`src/rtl/alu_exec_ctrl_if.sv`:
```
// Command, register-load, ALU-side and writeback signals of alu_exec_ctrl.
// wb_ready is present only when ALU_EXEC_WB_READY_EN is defined.
interface alu_exec_ctrl_if #(
  parameter int ADDR_W = 2
);
  logic              cmd_valid;
  logic              cmd_ready;
  logic [2:0]        cmd_op;
  logic [ADDR_W-1:0] cmd_rd;
  logic [ADDR_W-1:0] cmd_rs1;
  logic [ADDR_W-1:0] cmd_rs2;
  logic              cmd_imm_en;
  logic [3:0]        cmd_imm;
  logic              ld_en;
  logic [ADDR_W-1:0] ld_addr;
  logic [3:0]        ld_data;
  logic [3:0]        alu_a;
  logic [3:0]        alu_b;
  logic [2:0]        alu_select;
  logic [3:0]        alu_result;
  logic              alu_overflow;
  logic              alu_zero;
  logic              alu_carry;
  logic              wb_valid;
  logic [ADDR_W-1:0] wb_rd;
  logic [3:0]        wb_data;
  logic              flag_c;
  logic              flag_z;
  logic              flag_o;
`ifdef ALU_EXEC_WB_READY_EN
  logic              wb_ready;
`endif

  // Controller side
  modport slave (
`ifdef ALU_EXEC_WB_READY_EN
    input  wb_ready,
`endif
    input  cmd_valid, cmd_op, cmd_rd, cmd_rs1, cmd_rs2, cmd_imm_en, cmd_imm,
    input  ld_en, ld_addr, ld_data,
    input  alu_result, alu_overflow, alu_zero, alu_carry,
    output cmd_ready, alu_a, alu_b, alu_select,
    output wb_valid, wb_rd, wb_data, flag_c, flag_z, flag_o
  );

  // Environment side: command source, ALU and writeback sink
  modport master (
`ifdef ALU_EXEC_WB_READY_EN
    output wb_ready,
`endif
    output cmd_valid, cmd_op, cmd_rd, cmd_rs1, cmd_rs2, cmd_imm_en, cmd_imm,
    output ld_en, ld_addr, ld_data,
    output alu_result, alu_overflow, alu_zero, alu_carry,
    input  cmd_ready, alu_a, alu_b, alu_select,
    input  wb_valid, wb_rd, wb_data, flag_c, flag_z, flag_o
  );
endinterface

```
`src/rtl/alu_exec_ctrl.sv`:
```
// Issue/execute controller for the 4-bit ALU: IDLE -> EXEC -> WB with a small register file.
// Define ALU_EXEC_WB_READY_EN to let wb_ready stall the WB state.
module alu_exec_ctrl #(
  parameter int REG_NUM = 4
) (
  input  logic          clk,
  input  logic          rst_n,
  alu_exec_ctrl_if.slave bus
);
  localparam int ADDR_W = $clog2(REG_NUM);

  typedef enum logic [1:0] {IDLE, EXEC, WB} state_t;

  state_t            state_q;
  logic [3:0]        rf_q [REG_NUM];
  logic [3:0]        opa_q, opb_q, res_q;
  logic [3:0]        opa_d, opb_d;
  logic [2:0]        op_q;
  logic [ADDR_W-1:0] rd_q;
  logic              wb_valid_q;
  logic              flag_c_q, flag_z_q, flag_o_q;
  logic              wb_fire;

  assign opa_d = rf_q[bus.cmd_rs1];
  assign opb_d = bus.cmd_imm_en ? bus.cmd_imm : rf_q[bus.cmd_rs2];

`ifdef ALU_EXEC_WB_READY_EN
  assign wb_fire = (state_q == WB) && bus.wb_ready;
`else
  assign wb_fire = (state_q == WB);
`endif

  always_ff @(posedge clk) begin
    if (!rst_n) begin
      state_q    <= IDLE;
      opa_q      <= '0;
      opb_q      <= '0;
      op_q       <= '0;
      rd_q       <= '0;
      res_q      <= '0;
      wb_valid_q <= 1'b0;
      flag_c_q   <= 1'b0;
      flag_z_q   <= 1'b0;
      flag_o_q   <= 1'b0;
    end else begin
      case (state_q)
        IDLE: begin
          if (bus.cmd_valid) begin
            op_q    <= bus.cmd_op;
            rd_q    <= bus.cmd_rd;
            opa_q   <= opa_d;
            opb_q   <= opb_d;
            state_q <= EXEC;
          end
        end
        EXEC: begin
          res_q      <= bus.alu_result;
          flag_c_q   <= bus.alu_carry;
          flag_z_q   <= bus.alu_zero;
          flag_o_q   <= bus.alu_overflow;
          wb_valid_q <= 1'b1;
          state_q    <= WB;
        end
        WB: begin
          if (wb_fire) begin
            wb_valid_q <= 1'b0;
            state_q    <= IDLE;
          end
        end
        default: state_q <= IDLE;
      endcase
    end
  end

  // Writeback has priority over a direct load to the same entry
  always_ff @(posedge clk) begin
    for (int i = 0; i < REG_NUM; i++) begin
      if (!rst_n)
        rf_q[i] <= '0;
      else if (wb_fire && (rd_q == ADDR_W'(i)))
        rf_q[i] <= res_q;
      else if (bus.ld_en && (bus.ld_addr == ADDR_W'(i)))
        rf_q[i] <= bus.ld_data;
    end
  end

  assign bus.cmd_ready  = rst_n && (state_q == IDLE);
  assign bus.alu_a      = opa_q;
  assign bus.alu_b      = opb_q;
  assign bus.alu_select = op_q;
  assign bus.wb_valid   = wb_valid_q;
  assign bus.wb_rd      = rd_q;
  assign bus.wb_data    = res_q;
  assign bus.flag_c     = flag_c_q;
  assign bus.flag_z     = flag_z_q;
  assign bus.flag_o     = flag_o_q;
endmodule

```
`src/flat_wrapper.sv`:
```
// flat-port wrapper written by rule: the top's interface ports become plain ports
module alu_exec_ctrl_flat 
#(
  parameter int REG_NUM = 4
)
  (clk, rst_n, bus_cmd_valid, bus_cmd_op, bus_cmd_rd, bus_cmd_rs1, bus_cmd_rs2, bus_cmd_imm_en, bus_cmd_imm, bus_ld_en, bus_ld_addr, bus_ld_data, bus_alu_result, bus_alu_overflow, bus_alu_zero, bus_alu_carry, bus_cmd_ready, bus_alu_a, bus_alu_b, bus_alu_select, bus_wb_valid, bus_wb_rd, bus_wb_data, bus_flag_c, bus_flag_z, bus_flag_o);
  alu_exec_ctrl_if #(.ADDR_W(2)) bus_i ();
  input  logic clk;
  input  logic rst_n;
  input wire logic [$bits(bus_i.cmd_valid)-1:0] bus_cmd_valid;
  input wire logic [$bits(bus_i.cmd_op)-1:0] bus_cmd_op;
  input wire logic [$bits(bus_i.cmd_rd)-1:0] bus_cmd_rd;
  input wire logic [$bits(bus_i.cmd_rs1)-1:0] bus_cmd_rs1;
  input wire logic [$bits(bus_i.cmd_rs2)-1:0] bus_cmd_rs2;
  input wire logic [$bits(bus_i.cmd_imm_en)-1:0] bus_cmd_imm_en;
  input wire logic [$bits(bus_i.cmd_imm)-1:0] bus_cmd_imm;
  input wire logic [$bits(bus_i.ld_en)-1:0] bus_ld_en;
  input wire logic [$bits(bus_i.ld_addr)-1:0] bus_ld_addr;
  input wire logic [$bits(bus_i.ld_data)-1:0] bus_ld_data;
  input wire logic [$bits(bus_i.alu_result)-1:0] bus_alu_result;
  input wire logic [$bits(bus_i.alu_overflow)-1:0] bus_alu_overflow;
  input wire logic [$bits(bus_i.alu_zero)-1:0] bus_alu_zero;
  input wire logic [$bits(bus_i.alu_carry)-1:0] bus_alu_carry;
  output wire logic [$bits(bus_i.cmd_ready)-1:0] bus_cmd_ready;
  output wire logic [$bits(bus_i.alu_a)-1:0] bus_alu_a;
  output wire logic [$bits(bus_i.alu_b)-1:0] bus_alu_b;
  output wire logic [$bits(bus_i.alu_select)-1:0] bus_alu_select;
  output wire logic [$bits(bus_i.wb_valid)-1:0] bus_wb_valid;
  output wire logic [$bits(bus_i.wb_rd)-1:0] bus_wb_rd;
  output wire logic [$bits(bus_i.wb_data)-1:0] bus_wb_data;
  output wire logic [$bits(bus_i.flag_c)-1:0] bus_flag_c;
  output wire logic [$bits(bus_i.flag_z)-1:0] bus_flag_z;
  output wire logic [$bits(bus_i.flag_o)-1:0] bus_flag_o;
  assign bus_i.cmd_valid = bus_cmd_valid;
  assign bus_i.cmd_op = bus_cmd_op;
  assign bus_i.cmd_rd = bus_cmd_rd;
  assign bus_i.cmd_rs1 = bus_cmd_rs1;
  assign bus_i.cmd_rs2 = bus_cmd_rs2;
  assign bus_i.cmd_imm_en = bus_cmd_imm_en;
  assign bus_i.cmd_imm = bus_cmd_imm;
  assign bus_i.ld_en = bus_ld_en;
  assign bus_i.ld_addr = bus_ld_addr;
  assign bus_i.ld_data = bus_ld_data;
  assign bus_i.alu_result = bus_alu_result;
  assign bus_i.alu_overflow = bus_alu_overflow;
  assign bus_i.alu_zero = bus_alu_zero;
  assign bus_i.alu_carry = bus_alu_carry;
  assign bus_cmd_ready = bus_i.cmd_ready;
  assign bus_alu_a = bus_i.alu_a;
  assign bus_alu_b = bus_i.alu_b;
  assign bus_alu_select = bus_i.alu_select;
  assign bus_wb_valid = bus_i.wb_valid;
  assign bus_wb_rd = bus_i.wb_rd;
  assign bus_wb_data = bus_i.wb_data;
  assign bus_flag_c = bus_i.flag_c;
  assign bus_flag_z = bus_i.flag_z;
  assign bus_flag_o = bus_i.flag_o;
  alu_exec_ctrl #(.REG_NUM(REG_NUM)) u_core (.clk(clk), .rst_n(rst_n), .bus(bus_i));
endmodule
```
`config.mk`:
```
export PLATFORM = sky130hd
export DESIGN_NAME = alu_exec_ctrl_flat
export DESIGN_NICKNAME = d
export VERILOG_FILES = /design/src/rtl/alu_exec_ctrl_if.sv /design/src/rtl/alu_exec_ctrl.sv /design/src/flat_wrapper.sv
export SDC_FILE = /design/constraint.sdc
export NUM_CORES = 1
export LEC_CHECK = 0
export ABC_CLOCK_PERIOD_IN_PS = 1600
export CORE_MARGIN = 2
export CORE_UTILIZATION = 43
export DETAILED_ROUTE_END_ITERATION = 10
export HOLD_SLACK_MARGIN = 0.03
export PLACE_DENSITY = 0.76
export SLEW_MARGIN = 20
export SYNTH_ARGS = -nofsm -noshare
export SYNTH_HDL_FRONTEND = slang
export SYNTH_SLANG_ARGS = --single-unit
```
`constraint.sdc`:
```
create_clock -name clk -period 1.6 [get_ports clk]
set_input_delay 0.24 -clock clk [delete_from_list [all_inputs] [get_ports clk]]
set_output_delay 0.24 -clock clk [all_outputs]
set_load 0.05 [all_outputs]
```
---- Word-level counts from Yosys, hierarchy flattened ----
Memories as Yosys holds them, arrays and structs flattened. A register that Yosys moved wholly into a read port is not among the register bits.
Index checks and enable logic that the tools add are counted.
word-level totals
  register bits after elaboration ......... 19
  RAM bits ................................ 16
  input bits .............................. 31
  output and inout bits ................... 22
  logic and storage cells ................. 83
  memories kept ........................... 1
memory list
  name         words  bits a word  rd ports  clocked after memory_dff  write ports  RTL line             text
  u_core.rf_q  4      4            2         1                         4            alu_exec_ctrl.sv:15  logic [3:0] rf_q [REG_NUM];
cells by class
  eq/ne operators ......................... 9
  multiplexer cells ....................... 41
  bitwise operators ....................... 8
  reductions and logical operators ........ 15
operators with widths
  operator            number
  $mux 4              9
  $mux 1              29
  $eq 2x2->1 const B  5
  $logic_and 1x1->1   9
  $or 1x1->1          8
  $eq 2x1->1 const B  3
  $logic_not 2->1     3
  $pmux 2 s2          1
  $mux 2              1
  $ne 2x2->1 const B  1
  $pmux 1 s2          1
  $reduce_and 2->1    1
  $reduce_bool 2->1   1
  $logic_not 1->1     1

---- Depth between registers and ports, before layout ----
  depth in word-level cells ............... 7
  mapped depth ............................ 7
  depth with buffers taken out ............ 5

---- Least setup slack after synthesis ----
No wires, ideal clock.
  kind .................................... register -> register
  start ................................... register u_core.state_q[0]
  end ..................................... memory u_core.rf_q[0][0], enable pin
  library setup time ...................... 374 ps
  data arrival time ....................... 1272 ps
  data required time ...................... 1226 ps
  setup slack ............................. -46 ps
  stages on the path, launching flop included .. 6
  buffers on the path ..................... 1
  clock period less this slack ............ 1646 ps
  path through ............................ dfxtp_1 inv_1 ha_1 or3b_1 buf_2 o311ai_1
RTL lines
  item                    RTL line             text
  start, declared         alu_exec_ctrl.sv:14  state_t state_q;
  start signal, assigned  alu_exec_ctrl.sv:35  state_q <= IDLE;
  start signal, assigned  alu_exec_ctrl.sv:53  state_q <= EXEC;
  start signal, assigned  alu_exec_ctrl.sv:62  state_q <= WB;
  end, declared           alu_exec_ctrl.sv:15

---- Worst setup path in the final report ----
  start ................................... register u_core.state_q[0]
  end ..................................... output port bus_cmd_ready
on the way
  word-level cells in the longest chain between the ends .. 2
RTL lines
  item               RTL line             text
  $logic_not 2->1    alu_exec_ctrl.sv:87  assign bus.cmd_ready = rst_n && (state_q == IDLE);
  $logic_and 1x1->1  alu_exec_ctrl.sv:87
  end, declared      flat_wrapper.sv:24   output wire logic [$bits(bus_i.cmd_ready)-1:0] bus_cmd_ready;
No other way between the ends.

==> flow_summary.ini <==
[sta]
tightest_slew_ns = 0.430
finalCritPeriodShare_pct = 96.9
final.setup_skew_ns = 0.00390
max_slew_margin_pct = 71.4
fmax_ghz = 0.645
fin_crit_ns = 1.55
setup_viol = 0
fin_setup_tns_ns = 0
hold_viol = 0
slew_violations = 0
setup_ws_ns = 0.0500

[setup_path]
arrival_ns = 1.31
path_class = reg2out
ff2ff_setup_slack_ns = 0.07
required_ns = 1.36
end_kind = output pin
crit_path_max_fanout = 4
cp-start-kind = flip-flop

[logic_synthesis]
synthTopCellsByArea = edfxtp_1, dfxtp_1, nand2_1
synth_seq_cells = 39
dominantRegCellSynth = dfxtp_1
synth-edff-count = 16
ys_types = 32
synth_common_cells = nand2_1, dfxtp_1, edfxtp_1, nand3_1, o22ai_1
synthArstFlopShare_pct = 0
syn_inst = 182
syn_nets = 218
yosysSeqAreaShare_pct = 48.7
synth_area_leader_cell = edfxtp_1
synth.most_common_cell = nand2_1
yosysWarnings = 0
synth_top_cell_area_share_pct = 24.9
syn_area_sq_mm = 0.00193
synth.avg_cell_area_sq_um = 10.6

[clocking]
numCtsBuffers = 5
cts-root-buf = clkbuf_8
clock_latency_ns = 0.29
clk_pin_slew_ns = 0.08
clk_path_buf_depth = 2
htreeDepth = 2
cts_tree = built
clock-sinks = 39

[layout]
n_antenna_cell = 0
layout-drive-gt1-share_pct = 28.0
area_growth_pct = 40.8
final_cell_area_sq_mm = 0.00272
fillers = 360
final_util_pct = 62.5
nNetsFinal = 289

[pwr]
leakage_uw = 0.00112
p_per_area_mw_per_mm2 = 1000
peakVddDrop_v = 0.000473

[detailed_routing]
wl_mm = 4.42
drt_iter0_markers = 98
viasPerCell = 5.46
drtAntennaViolNets = 0
vias = 1670
detail_route.first_pass.iterations = 6
drc = 0
wl_per_cell_um = 14.4

[place]
postPlaceCellArea_sq_mm = 0.00259
gp_congestion = 0.840
detailed_place_hpwl_mm = 3.30
place_ws_ns = -0.137
io_buffers = 52

[global_routing]
grt_max_degree = 21
grt_remaining_overflow = 0
antenna_found_initial = 0
track_usage_pct = 18.5
grt_pass1_vias = 1592
grt_pass1_wl_mm = 7.32

[status]
status = finished clean

[die]
die_area_sq_mm = 0.00505
initial_core_util_pct = 44.4
dieHeight_um = 71.1
rows = 24
num_io_pins = 53
fp.coreArea_sq_mm = 0.00435
die_width_um = 71.1

[run]
cap_violations = 0

[min_path]
hold_class = in2reg
[area by class of cell]
cell class                 count  area [sq um]  share of cell area [%]
tap                           52          65.1                    2.39
multi-input combinational    131           966                    35.5
clock inverter                 1          7.51                   0.276
clock buffer                   7          76.3                    2.80
sequential                    39           942                    34.6
timing repair buffer          73           654                    24.0
inverter                       3          11.3                   0.414
[kinds of logic (layout without fill, tap and decap cells)]
kind of cell / count (synthesis) / after routing / share of synthesized area (%)
flip-flops: 39 / 39 / 48.7
adder cells (fa/ha/maj): 5 / 5 / 3.24
buffers and inverters: 12 / 84 / 3.04
AO/OA/AOI/OAI: 35 / 35 / 12.0
multiplexers: 21 / 21 / 14.8
AND/OR/NAND/NOR: 70 / 70 / 18.3
[routing by layer]
layer | vias up | share of wire (%) | GRT usage, %
li1 | 814 | - | -
met1 | 775 | 42 | 23.0
met2 | 72 | 49 | 31.5
met3 | 9 | 7.2 | 3.56
met4 | 0 | 1.7 | 7.97
met5 | - | 0 | 0
[critical path, cell delays in order (launching register included)]
cell,delay (ns)
dfxtp_2,0.33
inv_1,0.05
buf_4,0.13
ha_2,0.20
and2_4,0.17
buf_12,0.14
[through the flow]
step | hold WS (ns) | std cells | power, uW
after floorplan | 0.375 | 182 | 1740
after global placement | 0.441 | 296 | 2060
after detailed placement | 0.445 | 296 | 2070
after CTS | 0.456 | 304 | 2720
after global routing | 0.434 | 306 | 2860
final | 0.409 | 306 | 2730
[flip-flops by register name, summed over array words and instances, names as in the netlist, 2 cells and up]
name                   cells
u_core.state_q             2
u_core.bus.alu_select      3
u_core.bus.alu_a           4
u_core.rf_q               16
u_core.bus.wb_rd           2
u_core.bus.alu_b           4
u_core.bus.wb_data         4
[final timing paths]
check,start,to,depth (start not counted)
min reg2reg,u_core.bus.alu_select[1],u_core.bus.alu_select[1],2
max,u_core.state_q[0],bus_cmd_ready,5
min,rst_n,u_core.rf_q[2][1],2
max reg2reg,u_core.state_q[0],u_core.rf_q[0][2],6
[where the power goes]
part / total (uW) / leakage [uW] / switching [uW] / internal, uW
Sequential: 1200 / 0.000354 / 59.8 / 1140
Clock: 654 / 0.0000385 / 346 / 309
Combinational: 876 / 0.000732 / 494 / 382
[cell usage in the layout (no fill, tap or decap), types with 7 or more instances in the layout]
cell,Yosys,layout
dfxtp_1,23,22
nor2b_1,9,9
nand3_1,16,13
o21ai_1,7,7
nand2_1,32,32
o22ai_1,12,12
edfxtp_1,16,16
mux2i_1,9,9
clkdlybuf4s50_1,0,29
buf_4,0,40
[what timing repair did]
action                                  in CTS  in global routing
pin swaps                                    0                  0
hold buffers                                 0                  0
resized for setup                            3                  7
buffers inserted                             0                  2
endpoints found under the setup margin       1                 17
No activity file was read; power rests on OpenSTA's default activity.
